[src/rtl/cpu_test_ctrl.sv]
// Test controller: sequences CPU reset release, detects end-of-test via a tohost store, runs a cycle watchdog.
// Optional signature capture window is built only when CPU_TEST_CTRL_SIG_EN is defined.
module cpu_test_ctrl #(
    parameter int          RESET_HOLD_CYCLES = 4,
    parameter logic [31:0] TIMEOUT_CYCLES    = 32'd10000,
    parameter logic [31:0] TOHOST_ADDR       = 32'h0000_03F0,
    parameter logic [31:0] SIG_BASE          = 32'h0000_0200,
    parameter int          NUM_SIG           = 4
) (
    input  logic                   clk,
    input  logic                   resetn,
    input  logic                   mem_wr_en,
    input  logic [31:0]            mem_addr,
    input  logic [31:0]            mem_data_in,
    output logic                   cpu_resetn,
    output logic                   running,
    output logic                   done,
    output logic                   pass,
    output logic                   timeout,
    output logic [30:0]            fail_code,
    output logic [31:0]            cycle_count,
    output logic [32*NUM_SIG-1:0]  sig_data,
    output logic [NUM_SIG-1:0]     sig_valid
);

    typedef enum logic [1:0] {
        ST_HOLD = 2'd0,
        ST_RUN  = 2'd1,
        ST_DONE = 2'd2
    } state_t;

    localparam logic [7:0]  HOLD_LAST    = 8'(RESET_HOLD_CYCLES - 1);
    localparam logic [31:0] TIMEOUT_LAST = TIMEOUT_CYCLES - 32'd1;
    localparam logic [32:0] SIG_END      = {1'b0, SIG_BASE} + 33'(4 * NUM_SIG);

    if (RESET_HOLD_CYCLES < 1 || RESET_HOLD_CYCLES > 255) begin : g_bad_hold
        $error("cpu_test_ctrl: RESET_HOLD_CYCLES out of range 1..255");
    end
    if (TIMEOUT_CYCLES == 32'd0) begin : g_bad_timeout
        $error("cpu_test_ctrl: TIMEOUT_CYCLES must be nonzero");
    end
    if (NUM_SIG < 1 || NUM_SIG > 16) begin : g_bad_num_sig
        $error("cpu_test_ctrl: NUM_SIG out of range 1..16");
    end
    if (SIG_BASE[1:0] != 2'b00) begin : g_bad_sig_align
        $error("cpu_test_ctrl: SIG_BASE must be word aligned");
    end
    if (SIG_END > 33'h1_0000_0000) begin : g_bad_sig_window
        $error("cpu_test_ctrl: signature window wraps past 2^32");
    end

    state_t      state_r;
    state_t      state_s;
    logic [7:0]  hold_cnt_r;
    logic        hold_end_s;
    logic        tohost_hit_s;
    logic        wd_hit_s;

    // State register
    always_ff @(posedge clk or negedge resetn) begin
        if (!resetn) begin
            state_r <= ST_HOLD;
        end else begin
            state_r <= state_s;
        end
    end

    // Next-state decode; a tohost store outranks the watchdog in the same cycle
    always_comb begin
        state_s      = state_r;
        hold_end_s   = 1'b0;
        tohost_hit_s = 1'b0;
        wd_hit_s     = 1'b0;
        case (state_r)
            ST_HOLD: begin
                if (hold_cnt_r == HOLD_LAST) begin
                    hold_end_s = 1'b1;
                    state_s    = ST_RUN;
                end else begin
                    state_s    = ST_HOLD;
                end
            end
            ST_RUN: begin
                if (mem_wr_en && (mem_addr == TOHOST_ADDR)) begin
                    tohost_hit_s = 1'b1;
                    state_s      = ST_DONE;
                end else if (cycle_count == TIMEOUT_LAST) begin
                    wd_hit_s     = 1'b1;
                    state_s      = ST_DONE;
                end else begin
                    state_s      = ST_RUN;
                end
            end
            ST_DONE: state_s = ST_DONE;
            default: state_s = ST_HOLD;
        endcase
    end

    // Hold counter and run-cycle counter
    always_ff @(posedge clk or negedge resetn) begin
        if (!resetn) begin
            hold_cnt_r  <= 8'd0;
            cycle_count <= 32'd0;
        end else begin
            if (state_r == ST_HOLD) begin
                hold_cnt_r <= hold_cnt_r + 8'd1;
            end
            if (state_r == ST_RUN) begin
                cycle_count <= cycle_count + 32'd1;
            end
        end
    end

    // Status outputs; fail_code is data>>1, which is already 0 for a passing store of 1
    always_ff @(posedge clk or negedge resetn) begin
        if (!resetn) begin
            cpu_resetn <= 1'b0;
            running    <= 1'b0;
            done       <= 1'b0;
            pass       <= 1'b0;
            timeout    <= 1'b0;
            fail_code  <= 31'd0;
        end else if (hold_end_s) begin
            cpu_resetn <= 1'b1;
            running    <= 1'b1;
        end else if (tohost_hit_s) begin
            cpu_resetn <= 1'b0;
            running    <= 1'b0;
            done       <= 1'b1;
            pass       <= (mem_data_in == 32'd1);
            fail_code  <= mem_data_in[31:1];
        end else if (wd_hit_s) begin
            cpu_resetn <= 1'b0;
            running    <= 1'b0;
            done       <= 1'b1;
            pass       <= 1'b0;
            timeout    <= 1'b1;
        end
    end

`ifdef CPU_TEST_CTRL_SIG_EN
    localparam logic [29:0] SIG_WBASE = SIG_BASE[31:2];

    // Signature capture: word-granular match, byte offset ignored, RUN only
    always_ff @(posedge clk or negedge resetn) begin
        if (!resetn) begin
            sig_data  <= '0;
            sig_valid <= '0;
        end else if ((state_r == ST_RUN) && mem_wr_en) begin
            for (int k = 0; k < NUM_SIG; k++) begin
                if (mem_addr[31:2] == (SIG_WBASE + 30'(k))) begin
                    sig_data[32*k +: 32] <= mem_data_in;
                    sig_valid[k]         <= 1'b1;
                end
            end
        end
    end
`else
    assign sig_data  = '0;
    assign sig_valid = '0;
`endif

endmodule

[config.mk]
export PLATFORM = sky130hd
export DESIGN_NAME = cpu_test_ctrl
export DESIGN_NICKNAME = d
export VERILOG_FILES = /design/src/rtl/cpu_test_ctrl.sv
export SDC_FILE = /design/constraint.sdc
export NUM_CORES = 1
export LEC_CHECK = 0
export BUFFER_PORTS_ARGS = -buffer_cell sky130_fd_sc_hd__buf_2
export CAP_MARGIN = 20
export CORE_UTILIZATION = 44
export CTS_CLUSTER_SIZE = 8
export DETAILED_ROUTE_END_ITERATION = 12
export MAX_ROUTING_LAYER = met4
export PLACE_DENSITY_LB_ADDON = 0.3
export SLEW_MARGIN = 20
export SYNTH_ARGS = -nofsm -noshare
export SYNTH_HDL_FRONTEND = slang
export SYNTH_SLANG_ARGS = --single-unit
[constraint.sdc]
create_clock -name clk -period 2.3 [get_ports clk]
set_clock_uncertainty 0.15 [all_clocks]
set_input_delay 0.115 -clock clk [delete_from_list [all_inputs] [get_ports clk]]
set_output_delay 0.115 -clock clk [all_outputs]
set_load 0.01 [all_outputs]
==> out/qor.yml <==
floorplan:
  coreArea_um2: 9860
  ios: 267
  die_area_um2: 10700
  die_y_um: 104
  dieWidth_um: 104
  start_util: 0.460
  rows: 36
placed_design:
  dp_hpwl_um: 6840
  port_buffers: 134
  dp_cells: 676
  postPlaceCellArea_um2: 4910
  place_congestion: 0.801
synthesis:
  synthMuxAreaShare: 0.103
  synth_edf_count: 0
  ys.flop_type: "dfrtp_1"
  synth_top_family_by_area: "buffers and inverters"
  yosys.area.top_type: "dfrtp_1"
  ys_types: 37
  async_flop_share: 1.00
  synth_area_leaders: "dfrtp_1 (42%), buf_4 (22%), mux2_4 (9.6%), xnor2_1 (4.4%), xor2_1 (2.9%)"
  synth_xor_area_frac: 0.0734
  synth_compound_area_frac: 0.0108
  synth-seq-cells: 77
  yosysWarnings: 0
  syn_area_um2: 4540
  synthCells: 405
  synth-adder-area-share: 0.00552
  avgSynthCellArea_um2: 11.2
  synth.yosys.seq_area_share: 0.425
  synth.top_cell.area_share: 0.425
  yosys.area_share.simple: 0.146
finish:
  drive_gt1_frac: 0.334
  nets: 655
  area_growth_pct: 19.5
  insertedDiodeCount: 0
  fin_area_um2: 5420
  final_cells: 723
  fin_util: 0.550
clock_tree:
  cts_hold_buf: 32
  post-cts-setup-buffer-count: 0
  clk_pin_slew_ns: 0.09
  clockBufferDepth: 2
  root_buffer: "clkbuf_8"
  cts_buffers: 9
  cts_tree: "built"
  worstSkewPairLatency_ns: 0.34
  cts_resized: 0
  cts.sinks: 77
  h-tree-depth: 3
run:
  drv_cap: 0
detailed_routing:
  drc_errors: 0
  drt_iter0_drc: 87
  detail_route.wl_per_cell_um: 12.8
  dr_total_vias: 3138
  viasPerCell: 4.34
  drtPass1Iterations: 4
  postRouteWirelength_um: 9270
  ant_nets: 0
critical_path:
  cp.required_ns: 2.39
  cp-start-kind: "register"
  slowest_stage: "dfrtp_1"
  cp_cell_sequence: "nor4b_1 -> nand4_1 -> nor4_1 -> buf_4 -> o21ai_0 -> a22o_1"
  critPathArrivalTime_ns: 2.16
  path_class: "register to register"
  regToRegSetupSlack_ns: 0.23
  critPathBufInv: 1
  cpLargestDelayFamily: "simple AND/OR/NAND/NOR gates"
  worstSetupEndpointType: "register"
  max_stage_delay_ns: 0.43
  crit_fanout: 5
timing:
  slew_headroom: 0.606
  rsz0062_at_grt: "false"
  post-route-min-period_ns: 2.07
  drv_slew: 0
  max_freq_mhz: 482
  tightest_slew_ns: 0.591
  fin_tns_setup_ns: 0
  fin_crit_sh: 0.902
  hold_violations: 0
  finalSetupViolCount: 0
grt:
  grt_max_degree: 47
  grt_pass1_vias: 2887
  grt_util_all_layers: 0.176
  grt_pass1_wl_um: 14500
  grt-ovfl-total: 0
  antenna_found_initial: 0
power:
  p_total_w: 0.00260
  power_density_nw_per_um2: 479
  leakage_nw: 3.05
  irDropWorstVdd_v: 0.000264
status:
  status: "complete, no violations"
hold_path:
  min_path_type: "input pin to async pin"
==> cells by family (layout without fill, tap and decap cells) <==
group | Yosys count | in the layout
compound gates | 7 | 7
xor+xnor | 38 | 38
fa+ha+maj | 2 | 2
buf+inv | 138 | 192
flops | 77 | 77
mux | 32 | 32
other cells | 1 | 132
simple gates | 110 | 110
==> cell type report <==
type / count / area [µm²]
fill: 833 / 4440
multi-input combinational: 321 / 2040
sequential: 77 / 1930
timing repair buffer: 175 / 1100
tap: 133 / 166
clock buffer: 9 / 124
clock inverter: 6 / 63.8
inverter: 2 / 7.51
==> synth_stat cells, types with 2 or more instances <==
library cell,number
and4_1,3
xnor2_1,23
mux2_2,3
and2_1,2
nand2_1,22
or4_1,2
buf_4,133
and3_1,10
nand4_1,12
buf_12,3
nor4b_1,3
nor2_1,13
nor4b_2,2
nand2b_1,2
xor2_1,15
mux2_4,29
nor4_1,18
nand3_1,10
inv_1,2
ha_1,2
nor4_2,2
o21ai_0,3
dfrtp_1,77
==> path summary, 6_finish.rpt <==
kind                                       from               to  cells past startpoint
worst min register to register          timeout          timeout                      1
worst min-delay path                     resetn  cycle_count[14]                      2
min in group clk                   mem_addr[27]          timeout                      4
max in group asynchronous                resetn   cycle_count[8]                      3
worst max register to register  cycle_count[15]             pass                      6
worst max-delay path            cycle_count[15]             pass                      6
==> per-layer routing <==
layer,global-route usage,up-vias,share of wire
met4,0.0528,0,0.0091
li1,-,1479,-
met5,-,-,0
met1,0.215,1494,0.42
met2,0.293,157,0.51
met3,0.0365,8,0.062
==> flip-flops by register name, indices dropped and copies added (netlist names) <==
register / cells
cycle_count: 32
done: 1
fail_code: 31
hold_cnt_r: 8
pass: 1
running: 1
state_r: 2
timeout: 1
==> report_power, final <==
part	internal, W	switching [W]	leakage [nW]
logic	0.0000854	0.000163	1.88
clock network	0.000495	0.000500	0.0915
registers	0.00135	0.0000000000000306	1.07
total	0.00193	0.000663	3.05
==> layout by cell type, fill, tap and decap left out, types with 10 or more instances in the layout <==
master,synthesis,routed
and3_1,10,10
buf_2,0,133
conb_1,1,132
dfrtp_1,77,77
dlygate4sd3_1,0,32
mux2_4,29,29
nand2_1,22,22
nand3_1,10,10
nand4_1,12,12
nor2_1,13,13
nor4_1,18,18
xnor2_1,23,23
xor2_1,15,15
==> per-stage QoR <==
stage	hold WS (ns)	setup slack (ns)
3_3_place_gp	0.00623	0.00490
6_report	0.173	0.225
3_5_place_dp	0.0183	-0.0112
4_1_cts	0.166	0.219
5_1_grt	0.194	0.0586
2_1_floorplan	-0.331	0.276
(Power assumes the default switching activity.)
